$ cat config.mk
export PLATFORM = sky130hd
export DESIGN_NAME = zx_mem_arbiter
export DESIGN_NICKNAME = d
export VERILOG_FILES = /design/src/rtl/zx_mem_arbiter.sv
export SDC_FILE = /design/constraint.sdc
export NUM_CORES = 1
export LEC_CHECK = 0
export ABC_AREA = 0
export CELL_PAD_IN_SITES_DETAIL_PLACEMENT = 1
export CELL_PAD_IN_SITES_GLOBAL_PLACEMENT = 2
export CORE_MARGIN = 3
export CORE_UTILIZATION = 29
export DETAILED_ROUTE_END_ITERATION = 6
export PLACE_DENSITY = 0.89
export SKIP_LAST_GASP = 1
export SYNTH_ARGS = -nofsm -noshare
export SYNTH_HDL_FRONTEND = slang
export SYNTH_SLANG_ARGS = --single-unit
export TNS_END_PERCENT = 100
$ cat constraint.sdc
create_clock -name clk -period 2.9 [get_ports clk]
set_input_delay 0.29 -clock clk [delete_from_list [all_inputs] [get_ports clk]]
set_output_delay 0.29 -clock clk [all_outputs]
set_load 0.02 [all_outputs]
$ cat src/rtl/zx_mem_arbiter.sv
// zx_mem_arbiter: single-port RAM arbiter, video reads vs CPU rd/wr.
// Video wins ties unless the CPU has waited MAX_WAIT cycles.
//
// Ports:
//   clk, reset           clock, async active-high reset
//   vid_req/addr         video read request (held until vid_ack)
//   vid_ack/rdata        one-cycle ack, registered read data
//   cpu_req/we/addr/     CPU request (held until cpu_ack)
//   cpu_wdata
//   cpu_ack/rdata        one-cycle ack, registered read data
//   mem_addr/wdata/we    registered RAM controls
//   mem_rdata            RAM read data
//   busy                 high whenever the FSM is not IDLE
module zx_mem_arbiter #(
  parameter int ADDR_W   = 16,
  parameter int RD_LAT   = 2,
  parameter int MAX_WAIT = 4
) (
  input  logic              clk,
  input  logic              reset,
  input  logic              vid_req,
  input  logic [ADDR_W-1:0] vid_addr,
  output logic              vid_ack,
  output logic [7:0]        vid_rdata,
  input  logic              cpu_req,
  input  logic              cpu_we,
  input  logic [ADDR_W-1:0] cpu_addr,
  input  logic [7:0]        cpu_wdata,
  output logic              cpu_ack,
  output logic [7:0]        cpu_rdata,
  output logic [ADDR_W-1:0] mem_addr,
  output logic [7:0]        mem_wdata,
  output logic              mem_we,
  input  logic [7:0]        mem_rdata,
  output logic              busy
);

  typedef enum logic [2:0] {
    IDLE,
    VRD,
    CRD,
    CWR,
    DONE
  } state_t;

  localparam logic [2:0] LAST = 3'(RD_LAT);
  localparam logic [3:0] MW4  = 4'(MAX_WAIT);

  state_t     state;
  logic [2:0] cnt;
  logic [3:0] cpu_wait;
  logic       done_cpu;
  logic       cpu_win;
  logic       cpu_owns;

  // CPU takes the grant when alone or once it has starved long enough.
  assign cpu_win = cpu_req && (!vid_req || cpu_wait >= MW4);

  // Waiting is not counted while the CPU itself holds the RAM.
  assign cpu_owns = (state == CRD) || (state == CWR) ||
                    (state == DONE && done_cpu);

  assign busy = (state != IDLE);

  always_ff @(posedge clk or posedge reset) begin
    if (reset) begin
      state     <= IDLE;
      cnt       <= '0;
      cpu_wait  <= '0;
      done_cpu  <= 1'b0;
      vid_ack   <= 1'b0;
      cpu_ack   <= 1'b0;
      vid_rdata <= '0;
      cpu_rdata <= '0;
      mem_addr  <= '0;
      mem_wdata <= '0;
      mem_we    <= 1'b0;
    end else begin
      vid_ack <= 1'b0;
      cpu_ack <= 1'b0;

      if (state == IDLE && cpu_win)
        cpu_wait <= '0;
      else if (cpu_req && !cpu_owns && cpu_wait != 4'hF)
        cpu_wait <= cpu_wait + 4'd1;

      unique case (state)
        IDLE: begin
          if (cpu_win) begin
            mem_addr <= cpu_addr;
            cnt      <= '0;
            done_cpu <= 1'b1;
            if (cpu_we) begin
              mem_wdata <= cpu_wdata;
              mem_we    <= 1'b1;
              state     <= CWR;
            end else begin
              state <= CRD;
            end
          end else if (vid_req) begin
            mem_addr <= vid_addr;
            cnt      <= '0;
            done_cpu <= 1'b0;
            state    <= VRD;
          end
        end
        // cnt counts edges since the grant; RAM data is
        // valid to sample once RD_LAT edges have passed.
        VRD: begin
          if (cnt == LAST) begin
            vid_rdata <= mem_rdata;
            vid_ack   <= 1'b1;
            state     <= DONE;
          end else begin
            cnt <= cnt + 3'd1;
          end
        end
        CRD: begin
          if (cnt == LAST) begin
            cpu_rdata <= mem_rdata;
            cpu_ack   <= 1'b1;
            state     <= DONE;
          end else begin
            cnt <= cnt + 3'd1;
          end
        end
        CWR: begin
          mem_we  <= 1'b0;
          cpu_ack <= 1'b1;
          state   <= DONE;
        end
        DONE: begin
          state <= IDLE;
        end
        default: begin
          state <= IDLE;
        end
      endcase
    end
  end

endmodule

==> reports/metrics.cfg <==
[place]
io_buffers=96
dp.final_hpwl_um=5381
gp_congestion=0.7937
dpl_worst_slack_ns=0.5455

[sta]
max_freq_mhz=461.9
tns_ns=0
grt_setup_unrepaired=no
setup_viol=0
fin_skew_ns=0.007530
period_needed_ns=2.165
worst_pin_slew_ns=1.054
maxSlewViolCount=0
post-route-period-util_pct=74.66
finalHoldViolCount=0
relSlewSlack_pct=29.48
fin_ws_ns=0.7349

[floorplanning]
die_area_sq_mm=0.009844
coreArea_sq_mm=0.008341
rows=33
die_w_um=99.22
die_y_um=99.22
initial_core_util_pct=30.21
io-pin-count=97

[critical_path]
worstReg2RegEnd=mem_addr[3]
critical_path_arrival_ns=2.31
r2r_slack_ns=0.73
cp_max_fo=16
end_kind=flip-flop
crit_required_ns=3.04
r2r-start=state[2]
worst_setup_path_start_kind=flip-flop
critical_path_class=flip-flop to flip-flop
reg2reg_depth=4

[clock_tree]
cts_hold_buf=0
cts_tree=built
clock_latency_ns=0.32
cts_buffers=5
root_buffer=clkbuf_8
h-tree-depth=2
postCtsSetupBuffers=0
cts_buffer_depth=2
clock_sinks=54
cts_resized=0
clkSlewWorstSetupHoldPaths_ns=0.11

[global_route]
grt_antenna_before_repair=0
grt_pass1_wl_um=11830
globalRouteOverflowTotal=0
grt_pass1_vias=2351
grt_max_degree=24
grt.total_usage_pct=15.02

[yosys]
synth_cell_types=45
syn_area_sq_mm=0.002520
syn-num-nets=276
seq_area_frac_synth_pct=53.62
yosys_warnings=0
ys_ff_latch=54
ys.flop_type=dfrtp_1
synth_edf_count=0
async_reset_ff_share_pct=100.0
syn_avg_cell_area_sq_um=11.45
netlist_instances=220

[cells_and_area]
n_antenna_cell=0
syn_to_final_growth_pct=45.88
fin_util_pct=44.07
fillers=920
layout.nets=368
drive_above_1_share_pct=16.29

[power_and_ir_drop]
leakage_nw=1.482
power_density_mw_per_mm2=1059
power_mw=3.894
ir_drop_mv=0.4902

[drt]
drcViolationCount=0
vias_per_cell=5.167
ant_nets=0
drtPass1Iterations=4
via_count=2160
routed_wl_um=7282
wl_per_cell_um=17.42
drt-initial-drc-count=56

[run_status]
status=finished clean

[job]
drv_cap=0

[min_path]
worstHoldPathType=input port to async pin

-- cell usage after synthesis, drive strengths merged (2+ instances only) --
library cell	instances	area [sq um]
o31ai	3	22.52
ha	3	37.54
nand3	17	90.09
dfrtp	54	1351
mux2i	3	30.03
and3	2	12.51
nor2	4	15.01
buf	10	57.55
nand2b	2	12.51
nor3	5	30.03
a31oi	16	100.1
nor3b	2	15.01
nand2	3	11.26
a41oi	2	17.52
nor2b	2	12.51
clkbuf	7	26.28
o21ai	17	85.08
inv	5	18.77
a21oi	17	85.08
mux2	25	281.5
-- cell families after synthesis --
| family | count (synthesis) | share of synthesized area [%] |
|---|---|---|
| simple gates | 48 | 12.86 |
| xor+xnor | 1 | 0.3476 |
| buf+inv | 22 | 4.072 |
| compound gates | 64 | 15.24 |
| fa+ha+maj | 3 | 1.490 |
| flops | 54 | 53.62 |
| mux | 28 | 12.36 |
-- cell usage in the layout, fill, tap and decap left out, types with 2 or more instances in the layout --
cell type	Yosys	layout
nand2_1	3	3
mux2_2	25	25
inv_2	2	3
nand3_1	16	16
nand2b_1	2	2
inv_1	3	2
a31oi_1	16	16
mux2i_1	3	3
nor3_1	4	4
dfrtp_1	54	54
nor2_1	4	4
a21oi_1	17	17
o21ai_0	17	17
nor2b_1	2	2
o31ai_1	3	3
clkdlybuf4s50_1	0	96
clkbuf_8	0	5
ha_1	3	3
buf_4	3	6
and3_1	2	2
a41oi_1	2	2
-- sequential cells by signal, summed over array words and instances (netlist names), 3 cells and up --
register	flops
cpu_wait	4
cpu_rdata	8
mem_addr	16
mem_wdata	8
cnt	3
vid_rdata	8
state	3
-- per-stage QoR --
stage,hold WS (ns),cell area (sq um),std cells
finish,0.2723,3676,418
global route,0.2973,3676,418
floorplan,0.4404,2520,220
detailed placement,0.4955,3578,410
CTS,0.2847,3676,418
global placement,0.4619,3578,410
-- worst max-delay path by stage --
stage                        start  cells past startpoint  slack [ns]            to
after floorplan             cnt[0]                      5        1.22  vid_rdata[0]
after global placement     cpu_req                      4        0.70   mem_addr[6]
after detailed placement   cpu_req                      4        0.55   mem_addr[3]
after CTS                 state[2]                      4        0.71   mem_addr[3]
after global routing      state[2]                      4        0.55   mem_addr[3]
final                     state[2]                      4        0.73   mem_addr[3]
-- worst max-delay path, stage by stage, from the launching register on --
cell     delay, ns
dfrtp_1       0.56
nor3_2        0.28
inv_2         0.12
nor2_1        0.82
a31oi_1       0.20
-- cell type report --
cell class	instances	area, sq um	area share [%]
inverters	5	18.77	0.5106
well taps	105	131.4	3.574
clock buffers	5	68.82	1.872
multi-input cells	144	1071	29.14
repair buffers	102	1006	27.37
clock inverters	3	28.78	0.7828
flip-flops and latches	54	1351	36.76
-- power by group --
part / switching [mW] / internal (mW) / leakage (nW) / total (mW)
combinational: 1.04 / 1.00 / 0.780 / 2.04
clock: 0.287 / 0.182 / 0.0506 / 0.468
sequential: 0.269 / 1.11 / 0.651 / 1.38
total: 1.60 / 2.30 / 1.48 / 3.89
-- routing by layer --
| layer | routed length [um] | vias up | part of all wire [%] | track usage [%] |
|---|---|---|---|---|
| li1 | - | 997 | - | - |
| met1 | 3070 | 1070 | 42 | 18.31 |
| met2 | 3646 | 84 | 50 | 25.41 |
| met3 | 445 | 9 | 6.1 | 4.137 |
| met4 | 119 | 0 | 1.6 | 5.462 |
| met5 | 0 | - | 0 | 0 |
Note: power is estimated with default switching activity, not from simulation.
